## src/rtl/branch_pkg.sv

```systemverilog
// Shared types for the branch condition-flag generator: FSM state encoding
// and the packed condition-flag bundle.
package branch_pkg;

  localparam int XLEN_DEFAULT = 32;

  typedef enum logic [1:0] {
    IDLE = 2'd0,
    RUN  = 2'd1,
    DONE = 2'd2
  } state_t;

  typedef struct packed {
    logic V;
    logic C;
    logic N;
    logic Z;
    logic L;
  } flags_t;

endpackage

```

## src/rtl/chunk_adder.sv

```systemverilog
// Combinational W-bit adder with carry in/out; one slice of the serial
// a + ~b + 1 subtraction.
module chunk_adder #(
  parameter int W = 8
) (
  input  logic [W-1:0] a,
  input  logic [W-1:0] b,
  input  logic         cin,
  output logic [W-1:0] sum,
  output logic         cout
);

  logic [W:0] full;

  assign full = {1'b0, a} + {1'b0, b} + {{W{1'b0}}, cin};
  assign sum  = full[W-1:0];
  assign cout = full[W];

endmodule

```

## src/rtl/branch_flag_gen.sv

```systemverilog
// Multicycle a - b comparator producing V/C/N/Z/L branch flags, CHUNK bits
// per cycle through a single shared chunk adder.
module branch_flag_gen
  import branch_pkg::*;
#(
  parameter int XLEN  = XLEN_DEFAULT,
  parameter int CHUNK = 8
) (
  input  logic            clk,
  input  logic            rst,
  input  logic            start,
  input  logic [XLEN-1:0] a,
  input  logic [XLEN-1:0] b,
  output logic            busy,
  output logic            done,
  output logic            V,
  output logic            C,
  output logic            N,
  output logic            Z,
  output logic            L
);

  localparam int NCHUNK = XLEN / CHUNK;
  localparam int CNT_W  = (NCHUNK > 1) ? $clog2(NCHUNK) : 1;

  generate
    if (CHUNK < 1 || CHUNK > XLEN || (XLEN % CHUNK) != 0) begin : g_bad_param
      $error("branch_flag_gen: CHUNK must divide XLEN and lie in 1..XLEN");
    end
  endgenerate

  state_t           state, state_nxt;
  logic [CNT_W-1:0] cnt;
  logic [XLEN-1:0]  a_r;
  logic [XLEN-1:0]  nb_r;
  logic             carry;
  logic             zacc;
  flags_t           flags;

  logic             accept;
  logic             last;
  logic [CHUNK-1:0] a_chunk;
  logic [CHUNK-1:0] nb_chunk;
  logic [CHUNK-1:0] sum;
  logic             cout;
  logic             sum_zero;

  // Next-state and status decode
  always_comb begin
    state_nxt = state;
    accept    = 1'b0;
    busy      = 1'b0;
    done      = 1'b0;
    case (state)
      IDLE: begin
        if (start) begin
          accept    = 1'b1;
          state_nxt = RUN;
        end
      end
      RUN: begin
        busy = 1'b1;
        if (last) state_nxt = DONE;
      end
      DONE: begin
        done = 1'b1;
        if (start) begin
          accept    = 1'b1;
          state_nxt = RUN;
        end else begin
          state_nxt = IDLE;
        end
      end
      default: state_nxt = IDLE;
    endcase
  end

  always_ff @(posedge clk or posedge rst) begin
    if (rst) state <= IDLE;
    else     state <= state_nxt;
  end

  // Chunk select and shared adder stage
  assign last     = (cnt == CNT_W'(NCHUNK - 1));
  assign a_chunk  = a_r[cnt * CHUNK +: CHUNK];
  assign nb_chunk = nb_r[cnt * CHUNK +: CHUNK];
  assign sum_zero = (sum == '0);

  chunk_adder #(
    .W (CHUNK)
  ) u_chunk_adder (
    .a    (a_chunk),
    .b    (nb_chunk),
    .cin  (carry),
    .sum  (sum),
    .cout (cout)
  );

  always_ff @(posedge clk or posedge rst) begin
    if (rst) begin
      cnt <= '0;
    end else if (accept) begin
      cnt <= '0;
    end else if (state == RUN) begin
      cnt <= last ? '0 : cnt + 1'b1;
    end
  end

  // Operand and running-carry registers; always primed on accept, so no reset
  always_ff @(posedge clk) begin
    if (accept) begin
      a_r   <= a;
      nb_r  <= ~b;
      carry <= 1'b1;
      zacc  <= 1'b1;
    end else if (state == RUN) begin
      carry <= cout;
      zacc  <= zacc & sum_zero;
    end
  end

  // Flag register stage: the last chunk holds the operand sign bits
  always_ff @(posedge clk or posedge rst) begin
    if (rst) begin
      flags <= '0;
    end else if (state == RUN && last) begin
      flags.C <= cout;
      flags.L <= ~cout;
      flags.Z <= zacc & sum_zero;
      flags.N <= sum[CHUNK-1];
      flags.V <= (a_r[XLEN-1] ^ ~nb_r[XLEN-1]) & (sum[CHUNK-1] ^ a_r[XLEN-1]);
    end
  end

  assign V = flags.V;
  assign C = flags.C;
  assign N = flags.N;
  assign Z = flags.Z;
  assign L = flags.L;

endmodule

```

## config.mk

```make
export PLATFORM = sky130hd
export DESIGN_NAME = branch_flag_gen
export DESIGN_NICKNAME = d
export VERILOG_FILES = /design/src/rtl/branch_pkg.sv /design/src/rtl/chunk_adder.sv /design/src/rtl/branch_flag_gen.sv
export SDC_FILE = /design/constraint.sdc
export NUM_CORES = 1
export LEC_CHECK = 0
export ABC_AREA = 1
export CORE_AREA = 4 4 88 90
export CTS_CLUSTER_DIAMETER = 80
export DETAILED_ROUTE_END_ITERATION = 8
export DIE_AREA = 0 0 92 94
export PLACE_DENSITY = 0.77
export SYNTH_ARGS = -nofsm -noshare
export SYNTH_HDL_FRONTEND = slang
export SYNTH_SLANG_ARGS = --single-unit
```

## constraint.sdc

```tcl
create_clock -name clk -period 3.3 [get_ports clk]
set_input_delay 0.495 -clock clk [delete_from_list [all_inputs] [get_ports clk]]
set_output_delay 0.495 -clock clk [all_outputs]
set_load 0.02 [all_outputs]
```

==> results.sh, run 1 <==
export IMPL_netlist_instances=318
export IMPL_max_stage_delay_ps=440
export IMPL_insertion_delay_ps=340
export IMPL_worst_ep_arrival_time_ps=2920
export IMPL_cp_top_family="adder cells"
export IMPL_finalCriticalPeriod_ps=2630
export IMPL_slowest_stage="fa_1"
export IMPL_maxSlewHeadroom_pct=61.7
export IMPL_start_util_pct=48.0
export IMPL_cts_root_buffer_cell="clkbuf_8"
export IMPL_cts_setup_buffers=0
export IMPL_clk_pin_slew_ps=70
export IMPL_fin_worst_skew_ps=4.04
export IMPL_ios=74
export IMPL_maxCapViolations=0
export IMPL_avgSynthCellArea_um2=10.7
export IMPL_die_h_um=94
export IMPL_crit_path_start="cnt[0]"
export IMPL_insertedDiodeCount=0
export IMPL_total_power_mw=4.29
export IMPL_drcViolationCount=0
export IMPL_worst_pin_slew_ps=574
export IMPL_cts_buffers_inserted=9
export IMPL_grt_usage_pct=16.5
export IMPL_cts_tree="built"
export IMPL_intPower_mw=2.57
export IMPL_die_area_um2=8650
export IMPL_core_area_um2=7060
export IMPL_cts_max_path_buffers=2
export IMPL_dp_hpwl_mm=5.01
export IMPL_path_class="flop to flop"
export IMPL_firstDrtPassIters=4
export IMPL_finalSetupViolCount=0
export IMPL_end_kind="flop"
export IMPL_startpoint_type="flop"
export IMPL_grt_ovfl_total=0
export IMPL_die_width_um=92
export IMPL_swShare_pct=40.2
export IMPL_area_growth_pct=32.6
export IMPL_ys_types=25
export IMPL_ys_seq_elements=75
export IMPL_cpMostUsedCell="nand2_1"
export IMPL_wire_per_inst_um=13.3
export IMPL_regToRegStartpoint="cnt[0]"
export IMPL_row_count=31
export IMPL_synth_warnings=0
export IMPL_required_ps=3590
export IMPL_place_congestion=0.792
export IMPL_fillers=577
export IMPL_final_cell_mix="73 x clkdlybuf4s50_1, 64 x edfxtp_1, 54 x inv_1"
export IMPL_portBuffers=73
export IMPL_rsz0062_at_grt="false"
export IMPL_synthesis_nets=395
export IMPL_cts_hold_buf=0
export IMPL_critPathBufInv=2
export IMPL_hold_viol=0
export IMPL_r2r_end="Z"
export IMPL_cts_sinks=75
export IMPL_clockPowerShare_pct=19.0
export IMPL_grt_max_degree=41
export IMPL_p_leak_nw=1.86
export IMPL_rrSetupSlack_ps=670
export IMPL_tns_ps=0
export IMPL_finalNetCount=476
export IMPL_first_global_vias=2411
export IMPL_finalMaxSlewViolations=0
export IMPL_synthesis_area_um2=3390
export IMPL_pwr_share_seq_pct=31.5
export IMPL_ctsHtreeMaxLevel=3
export IMPL_drive_above_1_share_pct=9.65
export IMPL_fin_crit_sh_pct=79.8
export IMPL_comb_power_share_pct=49.5
export IMPL_power_density_nw_per_um2=955
export IMPL_cts_resized=0
export IMPL_seq_area_frac_synth_pct=64.5
export IMPL_status="finished, final reports clean"
export IMPL_r2r_cells=14
export IMPL_hp_class="primary input to async pin"
export IMPL_drt_total_wl_mm=6.71
export IMPL_worstPathCellList="inv_1, o21ai_0, o22ai_1, fa_1, fa_1, inv_1, nand3_1, nor2_1, nand2_1, nor2_1, nand2_1, nor2_4, nand3_2, nand2_1"
export IMPL_grt_pass1_wl_mm=10.9
export IMPL_final_common_cell="clkdlybuf4s50_1"
export IMPL_antenna_found_initial=0
export IMPL_ir_worst_vdd_mv=0.410
export IMPL_viasPerCell=4.80
export IMPL_ant_nets=0
export IMPL_vias=2414
export IMPL_initialDrtViolationCount=144
export IMPL_max_freq_mhz=380
export IMPL_critPathMaxFanout=19
export IMPL_p_switching_mw=1.73
==> Yosys cell counts (all sizes together) <==
cell | count | area (um2)
edfxtp | 64 | 1920
inv | 58 | 218
nand2 | 50 | 208
nor2 | 42 | 183
o21ai | 34 | 170
o22ai | 17 | 106
nand3 | 13 | 75.1
dfrtp | 9 | 225
ha | 8 | 100
clkbuf | 6 | 22.5
a21oi | 5 | 28.8
buf | 3 | 15.0
dfxtp | 2 | 40.0
fa | 2 | 40.0
o21a | 2 | 15.0
clkinv | 1 | 3.75
o31ai | 1 | 12.5
or2 | 1 | 6.26
==> logic make-up after synthesis <==
kind of cell	synth area share [%]
buffers and inverters	7.64
and+or+nand+nor	13.9
adders and majority gates	4.13
DFF	64.5
AOI/OAI and AO/OA	9.82
==> worst max-delay path by stage <==
| stage | to | slack [ps] | depth (start not counted) |
|---|---|---|---|
| floorplan | Z | 830 | 16 |
| global placement | Z | 850 | 14 |
| detailed placement | Z | 670 | 14 |
| CTS | Z | 660 | 14 |
| global route | Z | 420 | 14 |
| finish | Z | 670 | 14 |
==> metal layers <==
metal,global-route usage [%],wire [um],vias up
li1,-,-,1221
met1,19.1,2710,1115
met2,28.0,3480,63
met3,4.81,358,15
met4,8.29,171,0
met5,0,0,-
==> power by group through the flow <==
stage / Combinational [mW] / Clock, mW / Sequential (mW)
floorplan: 1.57 / 0 / 1.38
global placement: 2.06 / 0 / 1.36
detailed placement: 2.13 / 0 / 1.37
CTS: 2.14 / 0.828 / 1.36
global route: 2.42 / 0.869 / 1.37
finish: 2.13 / 0.815 / 1.35
==> registers in the layout, indices dropped and copies added (netlist names) <==
register	cells
C	1
V	1
zacc	1
state	2
L	1
N	1
cnt	2
a_r	32
nb_r	32
carry	1
Z	1
==> per-stage QoR <==
stage | worst slack [ps] | area (um2) | utilization, % | hold slack [ps] | instances
after global placement | 852 | 4270 | 60.4 | 463 | 487
final | 665 | 4500 | 63.7 | 410 | 503
after CTS | 656 | 4500 | 63.7 | 411 | 503
after detailed placement | 672 | 4270 | 60.4 | 468 | 487
after global routing | 418 | 4500 | 63.7 | 455 | 503
after floorplan | 834 | 3390 | - | 323 | 318
==> area by class of cell <==
class	count	area [um2]	area share [%]
inverter	59	221	4.92
clock inverter	6	104	2.31
sequential	75	2190	48.6
timing repair buffer	79	788	17.5
multi-input combinational	175	945	21.0
tap	99	124	2.75
clock buffer	10	128	2.84
(Power assumes the default switching activity.)
==> run 2: changes to the inputs <==
==> constraint.sdc (replaced) <==
create_clock -name clk -period 2.76 [get_ports clk]
set_input_delay 0.414 -clock clk [delete_from_list [all_inputs] [get_ports clk]]
set_output_delay 0.414 -clock clk [all_outputs]
set_load 0.02 [all_outputs]
==> results.sh, run 2 (synthesis results as in run 1) <==
export IMPL_status="finished, final reports clean"
export IMPL_insertion_delay_ps=350
export IMPL_place_inst=489
export IMPL_utilization_pct=63.5
export IMPL_end_kind="flop"
export IMPL_row_count=31
export IMPL_slowest_stage="dfrtp_1"
export IMPL_cts_buffers_inserted=9
export IMPL_core_area_um2=7060
export IMPL_final_cell_mix="73 x clkdlybuf4s50_1, 64 x edfxtp_1, 54 x inv_1"
export IMPL_startpoint_type="flop"
export IMPL_ant_nets=0
export IMPL_portBuffers=73
export IMPL_worst_ep_arrival_time_ps=2820
export IMPL_viasPerCell=4.77
export IMPL_ios=74
export IMPL_rsz0062_at_grt="false"
export IMPL_tns_ps=0
export IMPL_cts_resized=0
export IMPL_max_stage_delay_ps=470
export IMPL_largestRegisters="a_r x32, nb_r x32"
export IMPL_die_area_um2=8650
export IMPL_finalMaxSlewViolations=0
export IMPL_cts_max_path_buffers=2
export IMPL_fin_worst_skew_ps=7.05
export IMPL_finalCriticalPeriod_ps=2530
export IMPL_grt_ovfl_total=0
export IMPL_cts_root_buffer_cell="clkbuf_8"
export IMPL_area_growth_pct=32.2
export IMPL_wire_per_inst_um=13.1
export IMPL_hold_viol=0
export IMPL_power_density_nw_per_um2=1130
export IMPL_critPathMaxFanout=8
export IMPL_initialDrtViolationCount=118
export IMPL_grt_pass1_wl_mm=11.1
export IMPL_p_leak_nw=1.86
export IMPL_cts_hold_buf=0
export IMPL_worst_slack_ps=232
export IMPL_clk_pin_slew_ps=80
export IMPL_drive_above_1_share_pct=10.6
export IMPL_cts_setup_buffers=0
export IMPL_place_congestion=0.777
export IMPL_die_width_um=92
export IMPL_path_class="flop to flop"
export IMPL_maxCapViolations=0
export IMPL_met3_usage_pct=4.57
export IMPL_gr_usage_met2_pct=28.7
export IMPL_finalNetCount=478
export IMPL_place_worst_setup_slack_ps=267
export IMPL_drt_total_wl_mm=6.60
export IMPL_stdcell_area_um2=4480
export IMPL_firstDrtPassIters=5
export IMPL_ir_worst_vdd_mv=0.582
export IMPL_vias=2410
export IMPL_fin_crit_sh_pct=91.6
export IMPL_maxSlewHeadroom_pct=67.6
export IMPL_finalSetupViolCount=0
export IMPL_cts_sinks=75
export IMPL_fin_cells=505
export IMPL_busiest_layer="met2"
export IMPL_grt_usage_pct=16.9
export IMPL_dp_hpwl_mm=5.05
export IMPL_insertedDiodeCount=0
export IMPL_antenna_found_initial=0
export IMPL_worst_pin_slew_ps=486
export IMPL_placed_area_um2=4270
export IMPL_start_util_pct=48.0
export IMPL_ctsHtreeMaxLevel=3
export IMPL_met1_usage_pct=19.9
export IMPL_final_common_cell="clkdlybuf4s50_1"
export IMPL_max_freq_mhz=396
export IMPL_required_ps=3050
export IMPL_hp_class="primary input to async pin"
export IMPL_first_global_vias=2474
export IMPL_drcViolationCount=0
export IMPL_cpMostUsedCell="nand2_1"
export IMPL_worstPathCellList="inv_1, o21ai_0, o22ai_1, fa_1, fa_1, nand2_1, nand2_1, nand3_1, nand2_1, nand2_1, nand2_1, nor2_2, nand3_2, nand2_1"
export IMPL_grt_max_degree=41
export IMPL_cts_tree="built"
export IMPL_die_h_um=94
## run 2: cell types whose count changed in the layout (fill, tap and decap cells not counted), sizes merged
cell / delta
inv: +1
clkinvlp: +1
bufinv: -1
buf: +2
clkbuf: -1
## run 2: power breakdown
| group | total [mW] | internal, mW | switching (mW) | leakage (nW) |
|---|---|---|---|---|
| Clock | 0.907 | 0.507 | 0.401 | 0.109 |
| Combinational | 2.54 | 0.963 | 1.58 | 1.02 |
| Sequential | 1.62 | 1.51 | 0.113 | 0.725 |
| Total | 5.07 | 2.98 | 2.09 | 1.86 |
## run 2: metal layers
metal / wire length, um / vias up
met5: 0 / -
met2: 3400 / 59
met4: 124 / 0
met3: 334 / 10
li1: - / 1223
met1: 2740 / 1118
## run 2: worst paths after layout
check                       start  endpoint  slack (ps)  depth (start not counted)
max                        cnt[0]         Z         230                         14
min                           rst    cnt[1]         330                          2
max reg2reg                cnt[0]         Z         230                         14
min reg2reg                     N         N         480                          2
max in group asynchronous     rst         V        2160                          2
min in group clk                N         N         480                          2
## run 2: area by class of cell
type | count | area (um2)
multi-input cells | 175 | 945
well taps | 99 | 124
clock inverters | 7 | 91.3
flip-flops and latches | 75 | 2190
repair buffers | 81 | 791
clock buffers | 9 | 124
inverters | 59 | 221
fillers | 569 | 2580
## run 2: metrics by stage
step	power, mW	hold WS (ps)
2_1_floorplan	3.53	242
3_3_place_gp	4.09	463
3_5_place_dp	4.18	475
4_1_cts	5.11	332
5_1_grt	5.52	374
6_report	5.07	332
## run 2: worst max-delay path: cells and delay by family (launching register included)
kind / cells / cell delay, ps
AOI/OAI and AO/OA: 2 / 290
adders and majority gates: 2 / 850
buffers and inverters: 1 / 150
DFF: 1 / 470
and+or+nand+nor: 9 / 720
